File: config.mk
export PLATFORM = sky130hd
export DESIGN_NAME = dot_seq
export DESIGN_NICKNAME = d
export VERILOG_FILES = /design/src/rtl/kmed_pkg.sv /design/src/rtl/dot_acc.sv /design/src/rtl/dot_seq.sv
export SDC_FILE = /design/constraint.sdc
export NUM_CORES = 1
export LEC_CHECK = 0
export ABC_AREA = 1
export CORE_MARGIN = 3
export CORE_UTILIZATION = 37
export DETAILED_ROUTE_END_ITERATION = 12
export PLACE_DENSITY = 0.61
export SLEW_MARGIN = 10
export SYNTH_ARGS = -nofsm -noshare
export SYNTH_HDL_FRONTEND = slang
export SYNTH_SLANG_ARGS = --single-unit
File: constraint.sdc
create_clock -name clk -period 3.4 [get_ports clk]
set_input_delay 0.34 -clock clk [delete_from_list [all_inputs] [get_ports clk]]
set_output_delay 0.34 -clock clk [all_outputs]
set_load 0.01 [all_outputs]
File: src/rtl/kmed_pkg.sv
// Shared definitions for the dot-product / L1-distance sequencer:
// FSM state encoding and default widths.
package kmed_pkg;

  typedef enum logic [1:0] {
    ST_IDLE = 2'd0,
    ST_RUN  = 2'd1,
    ST_DONE = 2'd2
  } state_t;

  localparam int DEF_DATA_W = 16;
  localparam int DEF_ACC_W  = 36;
  localparam int DEF_LEN_W  = 8;

endpackage

File: src/rtl/dot_acc.sv
// Accumulate datapath: per-beat term (product, or |a-b| when DOT_SEQ_L1_EN
// is defined) added into an ACC_W-bit register with a sticky carry-out flag.
module dot_acc
  import kmed_pkg::*;
#(
  parameter int DATA_W = DEF_DATA_W,
  parameter int ACC_W  = DEF_ACC_W
) (
  input  logic              clk,
  input  logic              reset,
  input  logic              clear,
  input  logic              en,
  input  logic [DATA_W-1:0] a,
  input  logic [DATA_W-1:0] b,
  output logic [ACC_W-1:0]  acc,
  output logic              ovf
);

  function automatic logic [2*DATA_W-1:0] term(input logic [DATA_W-1:0] x,
                                               input logic [DATA_W-1:0] y);
`ifdef DOT_SEQ_L1_EN
    logic [DATA_W-1:0] d;
    d = (x >= y) ? (x - y) : (y - x);
    return {{DATA_W{1'b0}}, d};
`else
    return {{DATA_W{1'b0}}, x} * {{DATA_W{1'b0}}, y};
`endif
  endfunction

  logic [2*DATA_W-1:0] term_p0;
  logic [ACC_W:0]      sum_p0;

  // Stage 0: term and widened add; bit ACC_W is the carry out.
  always_comb begin
    term_p0 = term(a, b);
    sum_p0  = {1'b0, acc} + (ACC_W+1)'(term_p0);
  end

  // Stage 1: accumulator register and sticky overflow.
  always_ff @(posedge clk or posedge reset) begin
    if (reset) begin
      acc <= '0;
      ovf <= 1'b0;
    end else if (clear) begin
      acc <= '0;
      ovf <= 1'b0;
    end else if (en) begin
      acc <= sum_p0[ACC_W-1:0];
      ovf <= ovf | sum_p0[ACC_W];
    end
  end

endmodule

File: src/rtl/dot_seq.sv
// Vector job sequencer: IDLE/RUN/DONE FSM, beat counter and handshakes
// around the dot_acc datapath. Term selection via macro DOT_SEQ_L1_EN.
module dot_seq
  import kmed_pkg::*;
#(
  parameter int DATA_W = DEF_DATA_W,
  parameter int ACC_W  = DEF_ACC_W,
  parameter int LEN_W  = DEF_LEN_W
) (
  input  logic              clk,
  input  logic              reset,
  input  logic              start,
  input  logic [LEN_W-1:0]  len,
  input  logic              in_valid,
  output logic              in_ready,
  input  logic [DATA_W-1:0] a,
  input  logic [DATA_W-1:0] b,
  output logic              out_valid,
  input  logic              out_ready,
  output logic [ACC_W-1:0]  out_data,
  output logic              overflow,
  output logic              busy
);

  state_t            state, state_nxt;
  logic [LEN_W-1:0]  cnt;
  logic              clear;
  logic              beat;

  always_ff @(posedge clk or posedge reset) begin
    if (reset) state <= ST_IDLE;
    else       state <= state_nxt;
  end

  always_comb begin
    state_nxt = state;
    clear     = 1'b0;
    beat      = 1'b0;
    in_ready  = 1'b0;
    out_valid = 1'b0;
    busy      = 1'b0;
    unique case (state)
      ST_IDLE: begin
        if (start) begin
          clear     = 1'b1;
          state_nxt = (len != '0) ? ST_RUN : ST_DONE;
        end
      end
      ST_RUN: begin
        busy     = 1'b1;
        in_ready = 1'b1;
        beat     = in_valid;
        if (in_valid && cnt == LEN_W'(1)) state_nxt = ST_DONE;
      end
      ST_DONE: begin
        busy      = 1'b1;
        out_valid = 1'b1;
        if (out_ready) state_nxt = ST_IDLE;
      end
      default: state_nxt = ST_IDLE;
    endcase
  end

  // Remaining-beat counter, loaded only on an accepted start.
  always_ff @(posedge clk or posedge reset) begin
    if (reset)                          cnt <= '0;
    else if (state == ST_IDLE && start) cnt <= len;
    else if (beat)                      cnt <= cnt - LEN_W'(1);
  end

  dot_acc #(
    .DATA_W (DATA_W),
    .ACC_W  (ACC_W)
  ) u_acc (
    .clk   (clk),
    .reset (reset),
    .clear (clear),
    .en    (beat),
    .a     (a),
    .b     (b),
    .acc   (out_data),
    .ovf   (overflow)
  );

endmodule
Yosys cells after proc, flatten, opt, wreduce, memory -nomap -nowiden

Index checks and enable logic that the tools add are counted.

Memories: 0
Word-level logic and storage cells: 39
Bits in latches: 0
Flip-flop bits (word level): 47
Input bits: 45
Output and inout port bits: 40
Bits in read-only memories: 0
Memory bits (writable): 0

Divide/modulo/power cells: 0
Add/sub/neg operators: 2
Magnitude comparators: 0
Reduce and logical (&&, ||, !) cells: 8
$mul: 1
Muxes and demuxes: 17
Eq/ne operators: 6
Shift operators: 0
Bitwise operators: 1

Operators with widths:

| operator            | count |
|---|---|
| $mux 36             | 2 |
| $add 36x32->37      | 1 |
| $mul 16x16->32      | 1 |
| $mux 8              | 2 |
| $eq 8x1->1 const B  | 1 |
| $mux 1              | 8 |
| $mux 2              | 4 |
| $reduce_bool 8->1   | 1 |
| $sub 8x1->8 const B | 1 |
| $ne 2x2->1 const B  | 3 |
| $pmux 2 s3          | 1 |
| $reduce_bool 2->1   | 2 |
| $reduce_and 3->1    | 1 |
| $eq 2x1->1 const B  | 1 |
| $eq 2x2->1 const B  | 1 |
| $logic_and 1x1->1   | 2 |
| $logic_not 2->1     | 1 |
| $reduce_or 2->1     | 1 |
| $or 1x1->1          | 1 |

Logic depth before layout (Yosys ltp)

Depth in word-level cells: 5
Gate-level depth with buffers: 29
Depth with buffers taken out: 27

Cells and area by module

A second synthesis with hierarchy kept.

Cell total of the unflattened synthesis: 1789
Area total of the unflattened synthesis: 12831.1 sq um

By module, submodules not included:

| module  | cells each | seq. area each (sq um) | area each (sq um) | instances |
|---|---|---|---|---|
| dot_acc | 1674       | 925.9                  | 12060.3           | 1 |
| dot_seq | 115        | 250.2                  | 770.7             | 1 |

Worst setup path after synthesis

OpenSTA, ideal clock, no wires.

Kind: in2reg
Start point: input b[1]
End point: register u_acc.acc[32]
Slack: -1941 ps
Data required time: 3283 ps
Stages on the path: 25
Arrival time: 5224 ps
Setup time: 117 ps
Buffers on the path: 2
Path through: clkbuf_1 -> clkbuf_1 -> nand2_1 -> fa_1 -> inv_1 -> fa_1 -> fa_1 -> inv_1 -> fa_1 -> inv_1 -> fa_1 -> inv_1 -> fa_1 -> inv_1 -> ha_1 -> nand2_1 -> inv_1 -> nand2_1 -> nand2_1 -> a21oi_1 -> nand2_1 -> nand2_1 -> nand3b_1 -> nand3_1 -> nand2_1

Cells in the longest elaborated chain, start to end: 4

Ends and longest elaborated chain:

| element                | RTL line      | RTL |
|---|---|---|
| start: declaration     | dot_seq.sv:17 | `input logic [DATA_W-1:0] b,` |
| $mul 16x16->32         | dot_acc.sv:26 | `return {{DATA_W{1'b0}}, x} * {{DATA_W{1'b0}}, y};` |
| $add 36x32->37         | dot_acc.sv:36 | `sum_p0 = {1'b0, acc} + (ACC_W+1)'(term_p0);` |
| $mux 36                | dot_acc.sv:47 | `end else if (en) begin` |
| $mux 36                | dot_acc.sv:44 | `end else if (clear) begin` |
| end signal: assignment | dot_acc.sv:48 | `acc <= sum_p0[ACC_W-1:0];` |
| end: declaration       | dot_acc.sv:15 | `output logic [ACC_W-1:0] acc,` |

No other way between the ends. The select of a mux whose other input is x is not followed.
A chain may end at the register's enable or synchronous reset.

Worst setup path after layout

Start point: input a[7]
End point: register u_acc.acc[33]

Cells in the longest elaborated chain, start to end: 4

Ends and longest elaborated chain:

| element            | RTL line      | RTL |
|---|---|---|
| start: declaration | dot_seq.sv:16 | `input logic [DATA_W-1:0] a,` |
| $mul 16x16->32     | dot_acc.sv:26 |  |
| $add 36x32->37     | dot_acc.sv:36 |  |
| $mux 36            | dot_acc.sv:47 |  |
| $mux 36            | dot_acc.sv:44 |  |

No other way between the ends. The select of a mux whose other input is x is not followed.

==> results.toml <==
[status]
outcome = "complete, but fails checks"
failed_checks = "negative setup slack"

[setup_path]
crit_path_start_kind = "input port"
ff2ff_setup_slack_ns = -0.74
cp-end-kind = "flip-flop"
path_class = "input port to flip-flop"
critPathMaxFanout = 5
critPathRequiredTime_ns = 3.58
critPathArrivalTime_ns = 5.15

[detailed_routing]
routed-via-count = 11600
drtIter0Drc = 496
routedWlPerCell_um = 15.6
wirelength_um = 39200
dr.pass1.iters = 5
drc = 0
viasPerCell = 4.60
drtAntennaViolNets = 0

[clocking]
tritoncts = "built"
cts_num_sinks = 47
htreeDepth = 2
insertion_delay_ns = 0.30
clk_pin_slew_worst_paths_ns = 0.07
cts-root-buf = "clkbuf_16"
cts_made_buffers = 5
cts_buffer_depth = 2

[yosys]
synth-compound-area-share = 0.0376
synthesis.area_um2 = 12800
seq_area_frac_synth = 0.0919
synth_cell_types = 37
syn_inst = 1801
synth-seq-cells = 47
synth_mux_area_frac = 0
synth-adder-area-share = 0.466
synth-edff-count = 0
yosysWarnings = 0
synth_simple_gate_area_frac = 0.209
synth_top_family_by_area = "adder cells"
synth-main-ff-cell = "dfrtp_1"
synthArstFlopShare = 1.00
syn-num-nets = 2187
avgSynthCellArea_um2 = 7.11
synth_xor_area_frac = 0.00205

[sta]
skew_ns = 0.00900
worstMarginPinSlew_ns = 1.04
hold_viol_final = 0
timing.final.ws_setup_ns = -1.57
setup_viol = 33
max_slew_margin = 0.307
maxSlewViolCount = 0
max_freq_mhz = 201
rsz0062_at_grt = "yes"
period_minus_slack_ns = 4.97
min_period_over_period = 1.46

[grt]
gr-usage-met1 = 0.288
overflow = 0
grt_max_degree = 29
grt_pass1_wl_um = 63200
busiest_layer = "met2"
global_route.usage.met2 = 0.374
grt_pass1_vias = 12300
use_met3 = 0.0203
antenna_found_initial = 0
grt_usage = 0.217

[worst_hold_path]
hold_class = "input port to async pin"

[die]
die_h_um = 192
core_um2 = 33800
dieArea_um2 = 36900
io_pins = 85
die_w_um = 192
rows = 67
initial_core_util = 0.379

[placement]
pre_cts_ws_ns = -2.43
routabilityCongestion = 0.886
hpwl_um = 29600
place_area_um2 = 15700
io_buffers = 84

[cells_and_area]
syn2layout_area_growth_pct = 43.1
drive_above_1_share = 0.345
n_antenna_cell = 0
fin_util = 0.542
final_common_cell = "inv_1"
final_cell_mix = "468 x inv_1, 376 x nand2_1, 202 x fa_1, 150 x buf_4, 140 x nand2_2"
final_cell_area_um2 = 18300
final_nets = 2457

[run]
drv_cap = 0
-- worst paths after layout --
path | cells after the start | end | startpoint
max in group asynchronous | 3 | u_acc.ovf | reset
worst max-delay path | 27 | u_acc.acc[33] | a[7]
worst min register to register | 2 | u_acc.ovf | u_acc.ovf
min in group clk | 2 | u_acc.ovf | u_acc.ovf
worst max register to register | 19 | u_acc.acc[33] | u_acc.acc[10]
worst min-delay path | 2 | state[1] | reset
-- metrics by stage --
| step | cells | hold slack [ns] | TNS, ns |
|---|---|---|---|
| finish | 2520 | 0.378 | -43.17 |
| global route | 2520 | 0.427 | -48.01 |
| CTS | 2510 | 0.393 | -44.44 |
| detailed placement | 2416 | 0.486 | -68.27 |
| global placement | 2416 | 0.480 | -66.95 |
| floorplan | 1801 | 0.467 | -40.99 |
-- cell usage after synthesis (2+ instances only) --
cell type | instances | area (um2)
inv_2 | 3 | 11.3
a22o_1 | 2 | 17.5
nor4_1 | 2 | 12.5
buf_6 | 2 | 22.5
a21oi_1 | 33 | 165
o211ai_1 | 4 | 30.0
nand3_1 | 30 | 150
fa_1 | 226 | 4520
o31ai_1 | 2 | 15.0
inv_1 | 580 | 2180
ha_1 | 115 | 1440
o221ai_1 | 4 | 35.0
nand3b_1 | 8 | 60.1
o21ai_1 | 4 | 20.0
nor3_1 | 8 | 40.0
dfrtp_1 | 47 | 1180
nand2_1 | 555 | 2080
o21ai_0 | 30 | 150
o22ai_1 | 3 | 18.8
and2_1 | 3 | 18.8
nor2_1 | 45 | 169
xor2_1 | 3 | 26.3
buf_2 | 2 | 10.0
nand2_2 | 12 | 75.1
clkbuf_1 | 66 | 248
-- logic make-up after synthesis --
logic type	count (synthesis)
buf+inv	655
simple gates	669
compound gates	86
fa+ha+maj	341
xor+xnor	3
flops	47
-- critical path, stage by stage --
cell and delay (ns):
buf_8 0.08, buf_12 0.09, buf_12 0.13, nand2_4 0.05, fa_1 0.49, inv_2 0.04, fa_1 0.49, inv_1 0.05
fa_1 0.53, inv_2 0.05, fa_1 0.55, inv_2 0.05, fa_1 0.49, inv_1 0.05, fa_1 0.48, ha_4 0.34
nand2_4 0.06, inv_6 0.07, nand2_4 0.06, nor3_2 0.10, nand2_1 0.09, nand2_2 0.10, nand2_2 0.09, nand2_1 0.07
nand2_1 0.05, nand3_1 0.07, nand2_1 0.06
-- cell type report --
cell class	instances	area, um2
Multi-Input combinational cell	1099	10600
Tap cell	448	561
Fill cell	3039	15500
Timing Repair Buffer	334	3600
Clock inverter	3	43.8
Clock buffer	5	125
Inverter	584	2210
Sequential cell	47	1180
-- repair_timing --
action / 4_1_cts / 5_1_grt
setup endpoints to repair: 33 / 33
buffers inserted: 76 / 24
hold buffers: 0 / 0
cloned: 16 / 0
pin swaps: 185 / 171
gates resized for setup: 458 / 256
-- state kept, by name (all words and copies together) (netlist names) --
register,count
u_acc.acc,36
cnt,8
state,2
u_acc.ovf,1
-- layer usage --
metal	routed length [um]	vias to the layer above
li1	-	5594
met2	19300	262
met1	17000	5668
met4	1400	0
met3	1570	75
met5	0	-
Power is left out: the tool's default activity adds up to more than one toggle a clock period on the data nets, which glitch-free logic cannot reach.
